### config.mk
export PLATFORM = sky130hd
export DESIGN_NAME = pc_fetch
export DESIGN_NICKNAME = d
export VERILOG_FILES = /design/src/rtl/pc_fetch.sv
export SDC_FILE = /design/constraint.sdc
export NUM_CORES = 1
export LEC_CHECK = 0
export CAP_MARGIN = 20
export CORE_MARGIN = 5
export CORE_UTILIZATION = 25
export CTS_CLUSTER_SIZE = 40
export DETAILED_ROUTE_END_ITERATION = 7
export SYNTH_ARGS = -nofsm -noshare
export SYNTH_HDL_FRONTEND = slang
export SYNTH_SLANG_ARGS = --single-unit
### constraint.sdc
create_clock -name clk -period 4.8 [get_ports clk]
set_input_delay 0.96 -clock clk [delete_from_list [all_inputs] [get_ports clk]]
set_output_delay 0.96 -clock clk [all_outputs]
set_load 0.01 [all_outputs]
### src/rtl/pc_fetch.sv
// pc_fetch: instruction-fetch initiator for the combinational PC-ROM.
// It owns the PC, drives the ROM word address and captures the returned word
// into a single registered output slot that decode drains through a handshake.
// It supports redirect (branch/jump), halt and 32-bit wrap-around of the PC.
//
// Optional build macro:
//   MISALIGN_TRAP_EN
//     When defined, a misaligned redirect target sets the sticky misalign_err
//     flag and parks the fetcher in HALT.
//     When undefined, the misalign_err port does not exist and the low two
//     bits of redirect_pc are ignored.
//
// Handshake (slot -> decode):
//   if_valid says the slot holds an instruction. A beat transfers on any
//   rising edge where if_valid && if_ready.
//   While if_valid=1 && if_ready=0, the slot contents (if_pc, if_instr) and
//   the PC are held stable. The only exceptions are a redirect, which
//   flushes the slot, and reset.
module pc_fetch #(
  parameter logic [31:0] RESET_PC = 32'h0000_0000,
  parameter int          CNT_W    = 32
) (
  input  logic             clk,
  input  logic             rst,
  output logic [31:0]      imem_addr,
  input  logic [31:0]      imem_rdata,
  input  logic             redirect_valid,
  input  logic [31:0]      redirect_pc,
  input  logic             halt,
  output logic             if_valid,
  input  logic             if_ready,
  output logic [31:0]      if_pc,
  output logic [31:0]      if_instr,
  output logic [CNT_W-1:0] fetch_count
`ifdef MISALIGN_TRAP_EN
  ,
  output logic             misalign_err
`endif
);

  typedef enum logic [1:0] {
    ST_BOOT = 2'd0,
    ST_RUN  = 2'd1,
    ST_HALT = 2'd2
  } state_t;

  state_t      state;
  logic [31:0] pc;
  logic        accept;
  logic        fire;
  logic        resume_ok;

  // The ROM is addressed directly from the PC register.
  assign imem_addr = pc;

  // A beat leaves the slot this cycle.
  assign accept = if_valid && if_ready;

  // A new word is loaded when running and the slot is empty or being drained.
  assign fire = (state == ST_RUN) && (!if_valid || if_ready);

`ifdef MISALIGN_TRAP_EN
  // After a misaligned redirect, only an aligned redirect may restart fetching.
  assign resume_ok = !misalign_err;
`else
  logic unused_redirect_lsbs;

  assign resume_ok            = 1'b1;
  assign unused_redirect_lsbs = ^redirect_pc[1:0];
`endif

  // PC, state machine, output slot and beat counter.
  always_ff @(posedge clk or posedge rst) begin
    if (rst) begin
      state       <= ST_BOOT;
      pc          <= RESET_PC;
      if_valid    <= 1'b0;
      if_pc       <= 32'h0000_0000;
      if_instr    <= 32'h0000_0000;
      fetch_count <= '0;
`ifdef MISALIGN_TRAP_EN
      misalign_err <= 1'b0;
`endif
    end else begin
      // Every accepted beat is counted, whatever the state or redirect.
      if (accept) begin
        fetch_count <= fetch_count + CNT_W'(1);
      end

      unique case (state)
        ST_BOOT: begin
          // One settling cycle after reset; halt and redirect are ignored here.
          state <= ST_RUN;
        end

        default: begin
          if (redirect_valid) begin
            // Redirect wins over fetch: flush the slot and restart at the target.
            if_valid <= 1'b0;
`ifdef MISALIGN_TRAP_EN
            pc <= redirect_pc;
            if (redirect_pc[1:0] != 2'b00) begin
              misalign_err <= 1'b1;
              state        <= ST_HALT;
            end else begin
              state <= ST_RUN;
            end
`else
            pc    <= {redirect_pc[31:2], 2'b00};
            state <= ST_RUN;
`endif
          end else begin
            if (fire) begin
              if_instr <= imem_rdata;
              if_pc    <= pc;
              if_valid <= 1'b1;
              pc       <= pc + 32'd4;
            end else if (accept) begin
              // Halted: the last beat drains and the slot empties.
              if_valid <= 1'b0;
            end

            if ((state == ST_RUN) && halt) begin
              state <= ST_HALT;
            end else if ((state == ST_HALT) && !halt && resume_ok) begin
              state <= ST_RUN;
            end
          end
        end
      endcase
    end
  end

endmodule

; ---- Yosys cells after proc, flatten, opt, wreduce, memory -nomap -nowiden
; Cells that the tools add are included.
[totals]
ff_bits = 131
in_bits = 69
output_inout_bits = 129
wordCells = 35
[classes]
addsub = 2
eq_ne = 2
muxes = 9
bitwise = 2
n_reduce_logical = 14
[ops]
columns = operator, n
row1 = 2-to-1 mux 32 bit, 2
row2 = adder 32 x 1 -> 32 bit (second input constant), 1
row3 = adder 32 x 3 -> 32 bit (second input constant), 1
row4 = 2-to-1 mux 2 bit, 4
row5 = logical AND 1 bit, 4
row6 = AND reduction 2 bit, 2
row7 = nonzero test 4 bit, 1
row8 = 2-to-1 mux 1 bit, 3
row9 = AND reduction 3 bit, 1
row10 = nonzero test 3 bit, 1
row11 = == test 2 x 1 -> 1 bit (second input constant), 1
row12 = == test 2 bit (second input constant), 1
row13 = logical NOT 1 bit, 2
row14 = logical NOT 2 bit, 1
row15 = inverter 1 bit, 2
row16 = nonzero test 2 bit, 1
row17 = logical OR 1 bit, 1

; ---- Longest topological paths before layout
; Gate-level depths: netlist (run 1).
[depth]
depth_word = 6
ltp_mapped = 7

; ---- Least setup slack after synthesis (run 1)
; OpenSTA, ideal clock, no wires.
[synth_timing]
kind = input port to flip-flop
from = input port redirect_valid
to = register pc[18] (netlist: imem_addr[18])
setup_time_ns = 0.077
arrival_ns = 2.390
required_time_ns = 4.723
setup_slack_ns = 2.333
cell_stages = 7
n_path_buf = 3
cell_sequence = buf_2 > clkinv_1 > a211oi_1 > buf_2 > buf_2 > a21oi_1 > a21oi_1
[synth_between]
elab_chain_cells = 2
[synth_rtl]
columns = element, line
row1 = from (decl), 27  ; input logic redirect_valid,
row2 = nonzero test 2 bit (no line), --
row3 = AND reduction 2 bit (no line), --
row4 = to (signal assigned), 109  ; pc <= {redirect_pc[31:2], 2'b00};
row5 = to (signal assigned), 117  ; pc <= pc + 32'd4;
row6 = to (decl), 48  ; logic [31:0] pc;
; Parallel ways exist; a longest one is shown, timed or not.
; A chain may end at the register's enable or synchronous reset.

; ---- Worst setup path after layout (run 1)
[layout_timing]
from = input port redirect_valid
to = register pc[31] (netlist: imem_addr[31])
; The elaborated chain is that of the path after synthesis.

==> run_results.csv, run 1 <==
group,metric,value,unit
setup_path,crit_chain,"clkdlybuf4s50_1 -> clkinv_1 -> a211oi_4 -> buf_4 -> o21a_1 -> o22ai_1 -> nor3_1",
setup_path,crit_path_end_kind,"flip-flop",
place,finalWeightedCongestion,0.774,
cells_and_area,drive_above_1_share,0.0702,
logic_synthesis,synth_ff_type,"dfrtp_1",
logic_synthesis,synth_area,0.00591,mm2
logic_synthesis,synthTopCellsByArea,"dfrtp_1, nand2_1, xnor2_1",
logic_synthesis,synth_top_area_frac,0.538,
logic_synthesis,synth-seq-area-share,0.538,
setup_path,slowest_stage,"clkdlybuf4s50_1",
sta,layout_min_cycle_time,2.96,ns
die,pin_count,198,
clocking,path_clk_slew,0.06,ns
die,num_rows,56,
setup_path,critPathLaunchType,"input port",
sta,fmax,0.338,GHz
routing,drt-wirelength-per-cell,16.2,um
setup_path,worst-path-stages,7,
setup_path,crit_required,5.13,ns
place,port-buffer-count,191,
clocking,cts_buffers,17,
logic_synthesis,ys_types,64,
sta,period_share,0.617,
grt,grt_pass1_wl,29200,um
setup_path,critPathTopFamily,"buffers and inverters",
logic_synthesis,yosysWarningCount,0,
grt,gr-usage-met2,0.212,
cells_and_area,finalInstanceArea,0.00870,mm2
power,peakVddDrop,0.204,mV
logic_synthesis,synth-edff-count,0,
setup_path,critical_path.endpoint,"imem_addr[31]$_DFFE_PP0P_",
clocking,cts_resized,0,
cells_and_area,final_nets,900,
sta,setup_violations,0,
place,dp_hpwl,13100,um
setup_path,crit_type,"input port to flip-flop",
clocking,cts.sinks,127,
clocking,clockRootBuffer,"clkbuf_16",
grt,grt_max_degree,72,
setup_path,reg2reg_from,"imem_addr[2]$_DFFE_PP0P_",
routing,firstDrtPassIters,5,
routing,vias,5271,
sta,worstMarginPinSlew,0.864,ns
setup_path,rrSetupSlack,2.34,ns
grt,grt_pass1_vias,5079,
cells_and_area,fin_cells,1160,
job,max-cap-violations,0,
setup_path,crit_path_max_incr_delay,0.74,ns
grt,antenna_found_initial,0,
setup_path,setup.worst_path.start,"redirect_valid",
clocking,htree_levels,4,
grt,grt-ovfl-total,0,
cells_and_area,antennaDiodeCount,0,
clocking,cts_tree,"built",
setup_path,r2r-end,"imem_addr[30]$_DFFE_PP0P_",
setup_path,rr_worst_depth,6,
grt,use_met3,0.0391,
sta,drv_slew,0,
logic_synthesis,async_flop_share,1.00,
logic_synthesis,ys_ff_latch,127,
sta,rsz0062_at_grt,"false",
place,place_inst,1129,
die,coreArea,0.0234,mm2
setup_path,arrival,3.29,ns
setup_path,cp.buffers_inverters,3,
die,die_h,164,um
sta,fin_setup_tns,0,ns
sta,finalHoldViolations,0,
sta,finClkSkew,0.0124,ns
sta,max_slew_margin,0.420,
power,leakagePower,3.76,nW
grt,grt_usage,0.139,
logic_synthesis,synth_cells,647,
power,total_power,0.00387,W
die,start_util,0.253,
status,status,"finished, final reports clean",
grt,busiest_layer,"met2",
routing,totalWireLength,18800,um
clocking,clockBufferDepth,2,
die,dieArea,0.0268,mm2
grt,met1_usage,0.191,
logic_synthesis,synth_area_per_cell,9.14,um2
routing,postRouteAntennaNets,0,
routing,avgViaCountPerCell,4.54,
place,place_area,0.00813,mm2
routing,drc,0,
clocking,postCtsSetupBuffers,0,
cells_and_area,area_delta_synth_final,47.2,%
die,die-width,164,um
clocking,clock_latency,0.42,ns
power,power_density,445,mW/mm2
logic_synthesis,synth_largest_area_cell,"dfrtp_1",
setup_path,path_max_fanout,23,
clocking,postCtsHoldBufs,0,
hold_path,hold_path_class,"flip-flop to flip-flop",
routing,drt_iter0_drc,341,
## placed cells by master, fill, tap and decap left out, drive strengths merged, types with 4 or more instances in the layout
master	synthesis	layout
xor2	6	6
or3	4	4
nand4	20	20
o21ai	7	7
a311oi	6	6
a31oi	4	4
xnor2	26	26
nand2	222	222
clkinvlp	0	4
conb	1	4
clkbuf	24	21
nand3	28	28
mux2i	5	5
and4	6	6
a21oi	22	22
buf	14	8
clkinv	1	5
and3	10	10
or4	4	4
dfrtp	127	127
clkdlybuf4s50	1	191
nor2	34	34
o22ai	13	13
nor3	20	20
## synth_stat cells (3+ instances only)
| cell | n |
|---|---|
| a21oi_1 | 22 |
| a311oi_1 | 6 |
| a31oi_1 | 4 |
| and3_1 | 9 |
| and4_1 | 5 |
| buf_1 | 3 |
| buf_2 | 5 |
| buf_4 | 5 |
| clkbuf_1 | 20 |
| clkbuf_8 | 3 |
| dfrtp_1 | 127 |
| inv_1 | 3 |
| mux2i_1 | 5 |
| nand2_1 | 221 |
| nand3_1 | 27 |
| nand4_1 | 18 |
| nor2_1 | 34 |
| nor3_1 | 18 |
| nor4_1 | 3 |
| o21ai_0 | 6 |
| o21bai_1 | 3 |
| o22ai_1 | 12 |
| or3_1 | 3 |
| or4_1 | 3 |
| xnor2_1 | 26 |
| xor2_1 | 6 |
## kinds of logic after synthesis
family,count (synthesis),synth area share
xor gates and xnor gates,32,0.0474
other,1,0.000634
buffers and inverters,43,0.0394
muxes,7,0.0123
AOI/OAI and AO/OA,76,0.0868
and+or+nand+nor,359,0.272
adders and majority gates,2,0.00423
DFF,127,0.538
## power breakdown
| part | internal [W] | switching [W] |
|---|---|---|
| Sequential | 0.00129 | 0.000235 |
| Combinational | 0.000585 | 0.000487 |
| Clock | 0.000786 | 0.000487 |
## per-stage QoR
stage | setup WS, ns | hold WS, ns | utilization
global placement | 1.43 | 0.457 | 0.347
global route | 1.65 | 0.495 | 0.372
CTS | 1.82 | 0.476 | 0.372
finish | 1.84 | 0.470 | 0.372
floorplan | 0.456 | 0.507 | -
detailed placement | 1.40 | 0.462 | 0.347
## layer usage
layer  routed length, um  part of all wire
met1                8690              0.46
met2                8660              0.46
met3                1210             0.064
met4                 235             0.013
met5                   0                 0
## how the worst min path moves through the flow
stage	from	endpoint	slack [ns]	cells after the start
2_1_floorplan	fetch_count[31]$_DFFE_PP0P_	fetch_count[31]$_DFFE_PP0P_	0.51	1
3_3_place_gp	if_instr[0]$_DFFE_PP0P_	if_instr[0]$_DFFE_PP0P_	0.46	2
3_5_place_dp	if_instr[25]$_DFFE_PP0P_	if_instr[25]$_DFFE_PP0P_	0.46	2
4_1_cts	if_instr[25]$_DFFE_PP0P_	if_instr[25]$_DFFE_PP0P_	0.48	2
5_1_grt	if_pc[27]$_DFFE_PP0P_	if_pc[27]$_DFFE_PP0P_	0.49	2
6_report	if_pc[22]$_DFFE_PP0P_	if_pc[22]$_DFFE_PP0P_	0.47	2
## registers in the layout, summed over array words and instances (netlist names)
| register | cells |
|---|---|
| state | 2 |
| imem_addr | 30 |
| if_pc | 30 |
| fetch_count | 32 |
| if_valid | 1 |
| if_instr | 32 |
## final cells by class
cell class,count,area [um2]
Clock buffer,21,460
Clock inverter,10,114
Fill cell,2407,14700
Inverter,4,20.0
Multi-Input combinational cell,480,2540
Sequential cell,127,3180
Tap cell,319,399
Timing Repair Buffer,199,2000
## worst min-delay path, cell delays in order, from the launching register on
cell and delay, ns:
dfrtp_1 0.33, nand2_1 0.05, nand2_1 0.05
Note: power is estimated with default switching activity, not from simulation.
==> run 2, diff against run 1 <==
clock period = 2.6 ns   (was 4.8 ns; I/O delays follow)
==> run 2 against run 1 <==
Net effect:
- clock power up 83%
- via count is 2.8% higher
- combinational power rose by 100%
- final cell count is 2.4% higher
==> run_results.csv, run 2 (synthesis gave the netlist of run 1 again) <==
group,metric,value,unit
cells_and_area,final_util,0.382,
clocking,clock_latency,0.41,ns
sta,drv_slew,0,
hold_path,hold_path_class,"flip-flop to flip-flop",
sta,worstMarginPinSlew,0.536,ns
cells_and_area,fillers,2374,
setup_path,crit_path_end_kind,"flip-flop",
hold_path,hold_end,"if_instr[7]$_DFFE_PP0P_",
cells_and_area,area_delta_synth_final,51.2,%
clocking,clockBufferDepth,2,
place,port-buffer-count,191,
grt,antenna_found_initial,0,
sta,fmax,0.450,GHz
grt,grt-ovfl-total,0,
grt,grt_pass1_wl,29800,um
die,die-width,164,um
clocking,clockRootBuffer,"clkbuf_16",
setup_path,crit_required,2.90,ns
status,status,"finished, final reports clean",
routing,firstDrtPassIters,4,
setup_path,arrival,2.52,ns
setup_path,path_max_fanout,6,
clocking,postCtsHoldBufs,0,
hold_path,worst_hold_startpoint,"if_instr[7]$_DFFE_PP0P_",
hold_path,hold_path_depth,2,
clocking,cts_resized,0,
power,leakagePower,3.92,nW
grt,grt_usage,0.142,
cells_and_area,regArea,0.00318,mm2
sta,finClkSkew,0.0102,ns
cells_and_area,multi_input_area,0.00254,mm2
routing,drt-wirelength-per-cell,16.1,um
grt,grt_pass1_vias,5353,
cells_and_area,final_nets,929,
setup_path,critPathLaunchType,"flip-flop",
routing,drt_iter0_drc,345,
routing,drc,0,
sta,max_slew_margin,0.643,
routing,postRouteAntennaNets,0,
cells_and_area,drive_above_1_share,0.0978,
die,pin_count,198,
sta,rsz0062_at_grt,"false",
grt,grt_max_degree,86,
place,finalWeightedCongestion,0.809,
die,dieArea,0.0268,mm2
die,coreArea,0.0234,mm2
routing,vias,5416,
setup_path,rrSetupSlack,0.38,ns
sta,setup_violations,0,
clocking,cts.sinks,127,
setup_path,crit_type,"flip-flop to flip-flop",
die,start_util,0.253,
place,dp_hpwl,13500,um
cells_and_area,antennaDiodeCount,0,
place,pre_cts_slack,0.207,ns
clocking,cts_buffers,17,
cells_and_area,final_cell_mix,"nand2_1, clkdlybuf4s50_1, dfrtp_1, nor2_1, buf_4",
sta,layout_min_cycle_time,2.22,ns
cells_and_area,mostFrequentLayoutCell,"nand2_1",
setup_path,reg2reg_from,"imem_addr[2]$_DFFE_PP0P_",
sta,timing.hold.ws,0.471,ns
setup_path,rr_worst_depth,6,
die,num_rows,56,
power,peakVddDrop,0.302,mV
setup_path,r2r-end,"imem_addr[30]$_DFFE_PP0P_",
sta,period_share,0.854,
die,die_h,164,um
clocking,path_clk_slew,0.06,ns
power,power_density,808,mW/mm2
job,max-cap-violations,0,
routing,avgViaCountPerCell,4.56,
clocking,postCtsSetupBuffers,0,
clocking,cts_tree,"built",
sta,finalHoldViolations,0,
sta,setup_ws,0.379,ns
routing,totalWireLength,19100,um
clocking,htree_levels,4,
sta,fin_setup_tns,0,ns
cells_and_area,top_regs,"fetch_count (32), if_instr (32)",
run 2: changes by cell type in the layout (fill, tap and decap cells not counted):
cell,previous run,this run
clkinv_4,1,0
clkbuf_1,2,4
buf_4,6,32
clkinv_2,3,4
clkinvlp_4,4,2
buf_12,2,5
inv_6,1,0
run 2: where the power goes:
part	leakage, nW	internal (W)	total, W	switching [W]
combinational	2.06	0.00117	0.00215	0.000989
sequential	1.58	0.00238	0.00274	0.000360
clock	0.273	0.00144	0.00233	0.000881
total	3.92	0.00500	0.00723	0.00223
run 2: final cells by class:
type | instances | area share
Clock buffer | 23 | 0.0523
Clock inverter | 7 | 0.00980
Inverter | 4 | 0.00210
Multi-Input combinational cell | 480 | 0.284
Sequential cell | 127 | 0.355
Tap cell | 319 | 0.0446
Timing Repair Buffer | 228 | 0.252
run 2: routing by layer:
| layer | vias to the layer above | GRT usage | share of wire |
|---|---|---|---|
| met5 | - | 0 | 0 |
| met4 | 0 | 0.0614 | 0.029 |
| met3 | 39 | 0.0374 | 0.071 |
| met2 | 168 | 0.221 | 0.46 |
| met1 | 2592 | 0.186 | 0.44 |
| li1 | 2617 | - | - |
run 2: how the worst max path moves through the flow:
stage,end,slack [ns],cells after the start,from
after detailed placement,fetch_count[18]$_DFFE_PP0P_,0.21,7,if_ready
after floorplan,imem_addr[30]$_DFFE_PP0P_,0.43,7,imem_addr[2]$_DFFE_PP0P_
final,imem_addr[30]$_DFFE_PP0P_,0.38,6,imem_addr[2]$_DFFE_PP0P_
after global routing,imem_addr[30]$_DFFE_PP0P_,0.27,5,imem_addr[2]$_DFFE_PP0P_
after CTS,imem_addr[30]$_DFFE_PP0P_,0.39,6,imem_addr[2]$_DFFE_PP0P_
after global placement,fetch_count[18]$_DFFE_PP0P_,0.22,7,if_ready
run 2: worst max-delay path: stages (launching register included):
cell      delay, ns
dfrtp_1        0.35
ha_1           0.23
nand3_2        0.14
or4_1          0.59
or4_4          0.62
o22ai_2        0.12
a211oi_2       0.05
run 2: through the flow:
step                total power, W  cells  area (um2)
finish                     0.00723   1188        8940
detailed placement         0.00496   1158        8380
CTS                        0.00732   1188        8940
floorplan                  0.00365    650        5930
global route               0.00763   1188        8940
global placement           0.00492   1158        8380
